`src/rtl/psum_accum.sv`:
```
// Accumulates a programmed number of signed partial sums into a saturating accumulator and presents the result on a valid/ready port.
// Optional build macro PSUM_ACCUM_RELU_EN clamps negative results to zero on out_data.
module psum_accum #(
  parameter int psum_bw = 16,
  parameter int acc_bw  = 24,
  parameter int cnt_bw  = 8
) (
  input  logic              clk,
  input  logic              reset,
  input  logic              start,
  input  logic [cnt_bw-1:0] len,
  input  logic              in_valid,
  output logic              in_ready,
  input  logic [psum_bw-1:0] in_psum,
  output logic              out_valid,
  input  logic              out_ready,
  output logic [acc_bw-1:0] out_data,
  output logic              ovf,
  output logic              busy
);

  // Handshakes: a transfer happens on a port in any cycle where valid && ready
  // are both high at the rising edge; ready/valid here depend only on state.
  typedef enum logic [1:0] {
    IDLE  = 2'd0,
    ACCUM = 2'd1,
    HOLD  = 2'd2
  } state_t;

  localparam logic [cnt_bw-1:0] cnt_one = cnt_bw'(1);
  localparam logic [acc_bw-1:0] acc_max = {1'b0, {(acc_bw-1){1'b1}}};
  localparam logic [acc_bw-1:0] acc_min = {1'b1, {(acc_bw-1){1'b0}}};

  state_t            state;
  state_t            state_next;
  logic [cnt_bw-1:0] len_q;
  logic [cnt_bw-1:0] cnt;
  logic [acc_bw-1:0] acc;
  logic              ovf_q;
  logic              accept;
  logic              take_start;
  logic              last_beat;
  logic [acc_bw:0]   sum_wide;
  logic              sum_ovf;
  logic [acc_bw-1:0] sum_sat;

  assign in_ready   = (state == ACCUM);
  assign out_valid  = (state == HOLD);
  assign busy       = (state != IDLE);
  assign ovf        = ovf_q;
  assign accept     = in_ready && in_valid;
  assign take_start = start && ((state == IDLE) || ((state == HOLD) && out_ready));
  assign last_beat  = ((cnt + cnt_one) == len_q);

  // One guard bit: overflow shows up as the two top bits disagreeing.
  assign sum_wide = {acc[acc_bw-1], acc}
                  + {{(acc_bw+1-psum_bw){in_psum[psum_bw-1]}}, in_psum};
  assign sum_ovf  = (sum_wide[acc_bw] != sum_wide[acc_bw-1]);
  assign sum_sat  = !sum_ovf ? sum_wide[acc_bw-1:0]
                  : (sum_wide[acc_bw] ? acc_min : acc_max);

`ifdef PSUM_ACCUM_RELU_EN
  assign out_data = acc[acc_bw-1] ? '0 : acc;
`else
  assign out_data = acc;
`endif

  always_comb begin
    state_next = state;
    case (state)
      IDLE: begin
        if (take_start) state_next = (len == '0) ? HOLD : ACCUM;
      end
      ACCUM: begin
        if (accept && last_beat) state_next = HOLD;
      end
      HOLD: begin
        if (out_ready) begin
          if (take_start) state_next = (len == '0) ? HOLD : ACCUM;
          else            state_next = IDLE;
        end
      end
      default: state_next = IDLE;
    endcase
  end

  always_ff @(posedge clk) begin
    if (reset) begin
      state <= IDLE;
      len_q <= '0;
      cnt   <= '0;
      acc   <= '0;
      ovf_q <= 1'b0;
    end else begin
      state <= state_next;
      if (take_start) begin
        len_q <= len;
        cnt   <= '0;
        acc   <= '0;
        ovf_q <= 1'b0;
      end else if (accept) begin
        cnt   <= cnt + cnt_one;
        acc   <= sum_sat;
        ovf_q <= ovf_q | sum_ovf;
      end
    end
  end

endmodule

```
`config.mk`:
```
export PLATFORM = sky130hd
export DESIGN_NAME = psum_accum
export DESIGN_NICKNAME = d
export VERILOG_FILES = /design/src/rtl/psum_accum.sv
export SDC_FILE = /design/constraint.sdc
export NUM_CORES = 1
export LEC_CHECK = 0
export CAP_MARGIN = 20
export CORE_UTILIZATION = 40
export CTS_BUF_LIST = sky130_fd_sc_hd__clkbuf_4
export DETAILED_ROUTE_END_ITERATION = 16
export PLACE_DENSITY_LB_ADDON = 0.25
export RECOVER_POWER = 50
export SETUP_SLACK_MARGIN = 0.15
export SYNTH_ARGS = -nofsm -noshare
export SYNTH_HDL_FRONTEND = slang
export SYNTH_SLANG_ARGS = --single-unit
```
`constraint.sdc`:
```
create_clock -name clk -period 3.2 [get_ports clk]
set_input_delay 0.32 -clock clk [delete_from_list [all_inputs] [get_ports clk]]
set_output_delay 0.32 -clock clk [all_outputs]
set_load 0.02 [all_outputs]
```
==> results of run 1 <==
## power groups by stage
stage	logic (uW)	registers, uW	clock network [uW]
2_1_floorplan	436	650	0
3_3_place_gp	685	628	0
3_5_place_dp	691	629	0
4_1_cts	696	618	294
5_1_grt	758	624	318
6_report	687	615	283
## cell usage after synthesis (6+ instances only)
cell type	n
nor2_1	33
a21oi_1	46
o21ai_0	33
nor3_1	6
inv_1	14
a21o_1	12
ha_1	25
xor2_1	12
o21a_1	6
dfxtp_1	43
nor2b_1	7
mux2i_1	8
clkbuf_1	12
xnor2_1	22
nand2_1	40
nand3_1	10
nand2b_1	6
## worst reg2reg max path, stage by stage, from the launching register on
cell and delay, ns:
dfxtp_1 0.39, ha_1 0.20, inv_1 0.06, fa_1 0.37, nand2b_1 0.17, a21o_1 0.19
a211oi_2 0.27, o21a_1 0.21, nor3_2 0.07, o21a_1 0.25, o21a_1 0.20, buf_4 0.18
a21oi_1 0.13
## metrics by stage
stage                util  area [um2]  total power, uW
floorplan               -        3220             1090
global placement    0.512        3980             1310
detailed placement  0.512        3980             1320
CTS                 0.520        4040             1610
global route        0.520        4040             1700
finish              0.520        4040             1590
## flip-flops by register name, summed over array words and instances (netlist names)
signal	flops
state	2
cnt	8
ovf	1
len_q	8
out_data	24
## cells by family after synthesis
kind of cell    synth area share
compound gates             0.271
xor+xnor                  0.0926
fa+ha+maj                  0.110
buf+inv                   0.0393
flops                      0.268
mux                       0.0249
simple gates               0.195
## final timing paths
check	slack [ns]	endpoint	cells after the start	start
hold / removal	0.47	ovf	2	ovf
hold reg to reg	0.47	ovf	2	ovf
setup reg to reg	0.44	out_data[3]	12	out_data[0]
setup / recovery	0.42	out_data[3]	13	in_psum[0]
## final cells by class
cell class,count,area (um2)
multi-input cells,334,2230
flip-flops and latches,43,861
clock buffers,6,45.0
repair buffers,76,711
fillers,775,3720
inverters,14,52.6
clock inverters,2,12.5
well taps,102,128
## routing by layer
metal,up-vias,GRT usage,share of wire
met2,63,0.317,0.45
met5,-,0,0
met1,1386,0.264,0.50
met4,0,0.0489,0.0056
li1,1610,-,-
met3,2,0.0323,0.041
==> metrics.md, run 1 <==
| Metric | Value |
|---|---|
| Placed Cells | `569` |
| Synthesized cell area | `~3200 um2` |
| GRT Overall Usage | `0.194` |
| Final Skew | `0.00497 ns` |
| Final slew viol count | `0` |
| CP Capture Type | `flip-flop` |
| Seq/Total Area, Yosys | `0.268` |
| Largest stage delay on the critical path | `0.46 ns` |
| Kind of critical path | `primary input to flip-flop` |
| CTS resizes | `0` |
| P_int | `989 uW` |
| H-Tree Depth | `2` |
| CTS Buf Count | `5` |
| Grt ovf | `0` |
| Max-slew headroom | `0.718` |
| CTS tree | `built` |
| Worst path slowest cell | `clkdlybuf4s50_1` |
| Initial antenna violation count | `0` |
| Worst Path Required | `3.49 ns` |
| Port-buffer cells | `56` |
| RSZ-0062 raised after global routing | `no` |
| Fraction of layout cells with a size suffix above 1 | `0.0821` |
| Post-synth EDFFs | `0` |
| Switching Share | `0.376` |
| Most frequent cells in the layout | `a21oi_1, dfxtp_1, nand2_1` |
| Worst-path maximum fanout | `12` |
| Die ar. | `8400 um2` |
| Delay-heaviest family, CP | `compound AO/OA/AOI/OAI gates` |
| Area grow syn2layout | `25.7%` |
| Die Y | `91.7 um` |
| Vias per cell | `5.31` |
| Fin crit share | `0.870` |
| Worst Tran Pin Value | `0.421 ns` |
| Power share of the sequential group | `0.388` |
| Post-layout net count | `529` |
| Initial Util | `0.414` |
| Final WS setup | `0.417 ns` |
| Routed len/inst | `13.6 um` |
| Unique masters post-synth | `55` |
| Worst min path class | `flip-flop to flip-flop` |
| CP dominant cell by count | `o21a_1` |
| Final GP Congestion | `0.857` |
| Vias in the first global route | `2922` |
| Worst path bufs/invs | `3` |
| Commonest non-fill, non-tap cell in the layout | `a21oi_1` |
| Peak VDD IR | `221 uV` |
| Final-report setup violation count | `0` |
| First-pass GRT wire length | `around 13000 um` |
| CP Launch Type | `primary input` |
| Endpoints failing hold | `0` |
| Post-synth top area cell | `dfxtp_1` |
| Arr. time, crit path | `3.07 ns` |
| NetSw | `a little under 600 uW` |
| Top post-synthesis cells by area | `dfxtp_1, ha_1, a21oi_1` |
| Drt total wl | `between 7000 and 8000 um` |
| Top cell type's share of synthesized area | `0.268` |
| Yosys reg bits | `43` |
| Placement row count | `32` |
| Syn_nets | `464` |
| Clk buf depth | `2` |
| Clk sinks | `43` |
| Cell Chain, Critical Path | `clkdlybuf4s50_1, ha_1, inv_1, fa_1, nand2b_1, a21o_1, a211oi_2, o21a_1, nor3_2, o21a_1, o21a_1, buf_4, a21oi_1` |
| Core Region | `7770 um2` |
| Leakage | `0.00185 uW` |
| Run status | `completed` |
| Clock share of power | `0.178` |
| First DRT Iteration DRCs | `102` |
| Clk_lat worst skew | `between 0.3 and 0.4 ns` |
| Max Fclk | `0.359 GHz` |
| Antenna cells | `0` |
| Hold_buf cts | `0` |
| Min Tclk post-route | `about 2.8 ns` |
| 1st-pass router iterations | `4` |
| Ys flop type | `dfxtp_1` |
| Avg Cell Area, Syn | `7.86 um2` |
| # DRC | `0` |
| Cell count after synthesis | `~410` |
| Smallest hold slack | `0.471 ns` |
| I/O pin cnt | `57` |
| Ys async rst share | `0` |
| Gate power share | `0.433` |
| Antenna viol nets, final | `0` |
| Setup TNS | `0 ns` |
| P per Cell Area | `392 nW/um2` |
| Via count | `approximately 3100` |
| DIE WIDTH | `91.7 um` |
| Post-CTS setup buffer count | `0` |
| Max Cap Viol | `0` |
| Dpl hpwl | `slightly above 6000 um` |
| Yosys warns | `0` |
| Largest net degree at the start of global routing | `34` |
| CTS Root Cell | `clkbuf_4` |
| Fin cells | `577` |
| CTS clk-pin slew, worst paths | `about 0.13 ns` |
| Place WS | `-0.0573 ns` |
(Power assumes the default switching activity.)
==> run 2, diff against run 1 <==
- HOLD_SLACK_MARGIN: not set -> 0.15
==> results of run 2 <==
The final DEF is identical to that of run 1; final timing and power are the same.
==> run 3, diff against run 2 <==
- CTS_BUF_LIST: sky130_fd_sc_hd__clkbuf_4 -> sky130_fd_sc_hd__clkbuf_16
==> run 3 against run 2 <==
Effect of this change: sequential share of layout area fell by 0.50 points; critical path type unchanged; via count rose by 1.2%; die area did not move; highest routed layer unchanged.
==> metrics.md, run 3 (synthesized netlist as in run 1, its figures left out) <==
| Metric | Value |
|---|---|
| Run status | `completed (unchanged)` |
| Worst-path maximum fanout | `12 (unchanged)` |
| Vias in the first global route | `2963 (was 2922)` |
| Worst Path Required | `3.37 ns (was 3.49 ns)` |
| Kind of critical path | `primary input to flip-flop (unchanged)` |
| Via count | `3099 (was 3061)` |
| Max reg flops | `24 (unchanged)` |
| DIE WIDTH | `91.7 um (unchanged)` |
| Placed Cells | `569 (unchanged)` |
| Die ar. | `8400 um2 (unchanged)` |
| Largest net degree at the start of global routing | `34 (unchanged)` |
| First DRT Iteration DRCs | `105 (was 102)` |
| Endpoints failing hold | `0 (unchanged)` |
| RSZ-0062 raised after global routing | `no (unchanged)` |
| Arr. time, crit path | `3.03 ns (was 3.07 ns)` |
| GRT Overall Usage | `0.195 (was 0.194)` |
| Die Y | `91.7 um (unchanged)` |
| CTS tree | `built (unchanged)` |
| Final slew viol count | `0 (unchanged)` |
| Post-layout net count | `529 (unchanged)` |
| Finished Core Util | `0.533 (was 0.520)` |
| Grt ovf | `0 (unchanged)` |
| Leakage | `0.00190 uW (was 0.00185 uW)` |
| Area grow syn2layout | `28.8% (was 25.7%)` |
| Final GP Congestion | `0.857 (unchanged)` |
| Dpl hpwl | `6050 um (unchanged)` |
| Clk buf depth | `2 (unchanged)` |
| Antenna cells | `0 (unchanged)` |
| Final Skew | `0.00476 ns (was 0.00497 ns)` |
| CP Launch Type | `primary input (unchanged)` |
| Smallest hold slack | `0.462 ns (was 0.471 ns)` |
| H-Tree Depth | `2 (unchanged)` |
| # DRC | `0 (unchanged)` |
| Placement row count | `32 (unchanged)` |
| Most frequent cells in the layout | `a21oi_1, dfxtp_1, nand2_1 (unchanged)` |
| Vias per cell | `5.37 (was 5.31)` |
| Setup TNS | `0 ns (unchanged)` |
| Initial Util | `0.414 (unchanged)` |
| Final-report setup violation count | `0 (unchanged)` |
| 1st-pass router iterations | `5 (was 4)` |
| Max Fclk | `0.349 GHz (was 0.359 GHz)` |
| CTS Root Cell | `clkbuf_16 (was clkbuf_4)` |
| Clk sinks | `43 (unchanged)` |
| Fraction of layout cells with a size suffix above 1 | `0.0842 (was 0.0821)` |
| Clk_lat worst skew | `0.29 ns (was 0.35 ns)` |
| Drt total wl | `7930 um (was 7830 um)` |
| CTS Buf Count | `5 (unchanged)` |
| Antenna viol nets, final | `0 (unchanged)` |
| I/O pin cnt | `57 (unchanged)` |
| R2R Setup Slk | `0.50 ns (was 0.44 ns)` |
| Fin cells | `577 (unchanged)` |
| CP Capture Type | `flip-flop (unchanged)` |
| Fin crit share | `0.895 (was 0.870)` |
| Routed len/inst | `13.7 um (was 13.6 um)` |
| Core Region | `7770 um2 (unchanged)` |
| Max-slew headroom | `0.720 (was 0.718)` |
| First-pass GRT wire length | `13500 um (was 13400 um)` |
| Worst Tran Pin Value | `0.419 ns (was 0.421 ns)` |
| Commonest non-fill, non-tap cell in the layout | `a21oi_1 (unchanged)` |
| Peak VDD IR | `274 uV (was 221 uV)` |
| Worst min path class | `flip-flop to flip-flop (unchanged)` |
| P per Cell Area | `437 nW/um2 (was 392 nW/um2)` |
| Max Cap Viol | `0 (unchanged)` |
| Min Tclk post-route | `2.86 ns (was 2.78 ns)` |
| CTS clk-pin slew, worst paths | `0.06 ns (was 0.13 ns)` |
| Initial antenna violation count | `0 (unchanged)` |
| Port-buffer cells | `56 (unchanged)` |
[run 3: cell count changes in the layout (fill, tap and decap cells not counted), moves of 3 or more]
cell,previous run,this run
clkbuf_16,0,5
clkbuf_4,6,0
clkdlybuf4s50_1,31,28
dlygate4sd3_1,25,28
[run 3: timing repair]
action                                  in CTS  in global routing
resized for setup                            0                  4
hold buffers                                 0                  0
buffers inserted                             0                  0
endpoints found under the setup margin       0                 23
[run 3: final timing paths]
kind | from | end | cells after the start
max | in_psum[15] | out_data[3] | 11
min | ovf | ovf | 2
max reg2reg | out_data[1] | out_data[3] | 10
min reg2reg | ovf | ovf | 2
[run 3: stage by stage]
step | instance area [um2] | worst slack (ns) | power [uW]
finish | 4140 | 0.336 | 1810
global route | 4140 | 0.163 | 1920
CTS | 4120 | 0.217 | 1830
detailed placement | 3980 | -0.0573 | 1320
global placement | 3980 | 0.0354 | 1310
floorplan | 3220 | 0.465 | 1090
[run 3: layout make-up]
class                           count  area, um2
Multi-Input combinational cell    334       2250
Tap cell                          102        128
Sequential cell                    43        861
Inverter                           14       52.6
Clock inverter                      3       16.3
Clock buffer                        5        125
Fill cell                         764       3630
Timing Repair Buffer               76        711
[run 3: per-layer routing]
layer,vias to the layer above,wire length (um),GRT usage
met2,64,3600,0.321
met3,8,280,0.0282
met1,1417,3940,0.263
met5,-,0,0
met4,0,115,0.0608
li1,1610,-,-
[run 3: critical path, stage by stage]
cell and delay (ns):
clkdlybuf4s50_1 0.50, ha_1 0.34, a21o_1 0.22, a2111oi_4 0.37, o21a_1 0.21, o2111ai_1 0.15
a211oi_2 0.30, buf_4 0.19, o21a_1 0.14, buf_4 0.19, a21oi_1 0.08
[run 3: power by group]
part	leakage [uW]	total [uW]	switching, uW	internal (uW)
sequential	0.000350	616	37.4	578
combinational	0.00147	689	374	315
clock	0.0000710	505	220	285
total	0.00190	1810	631	1180
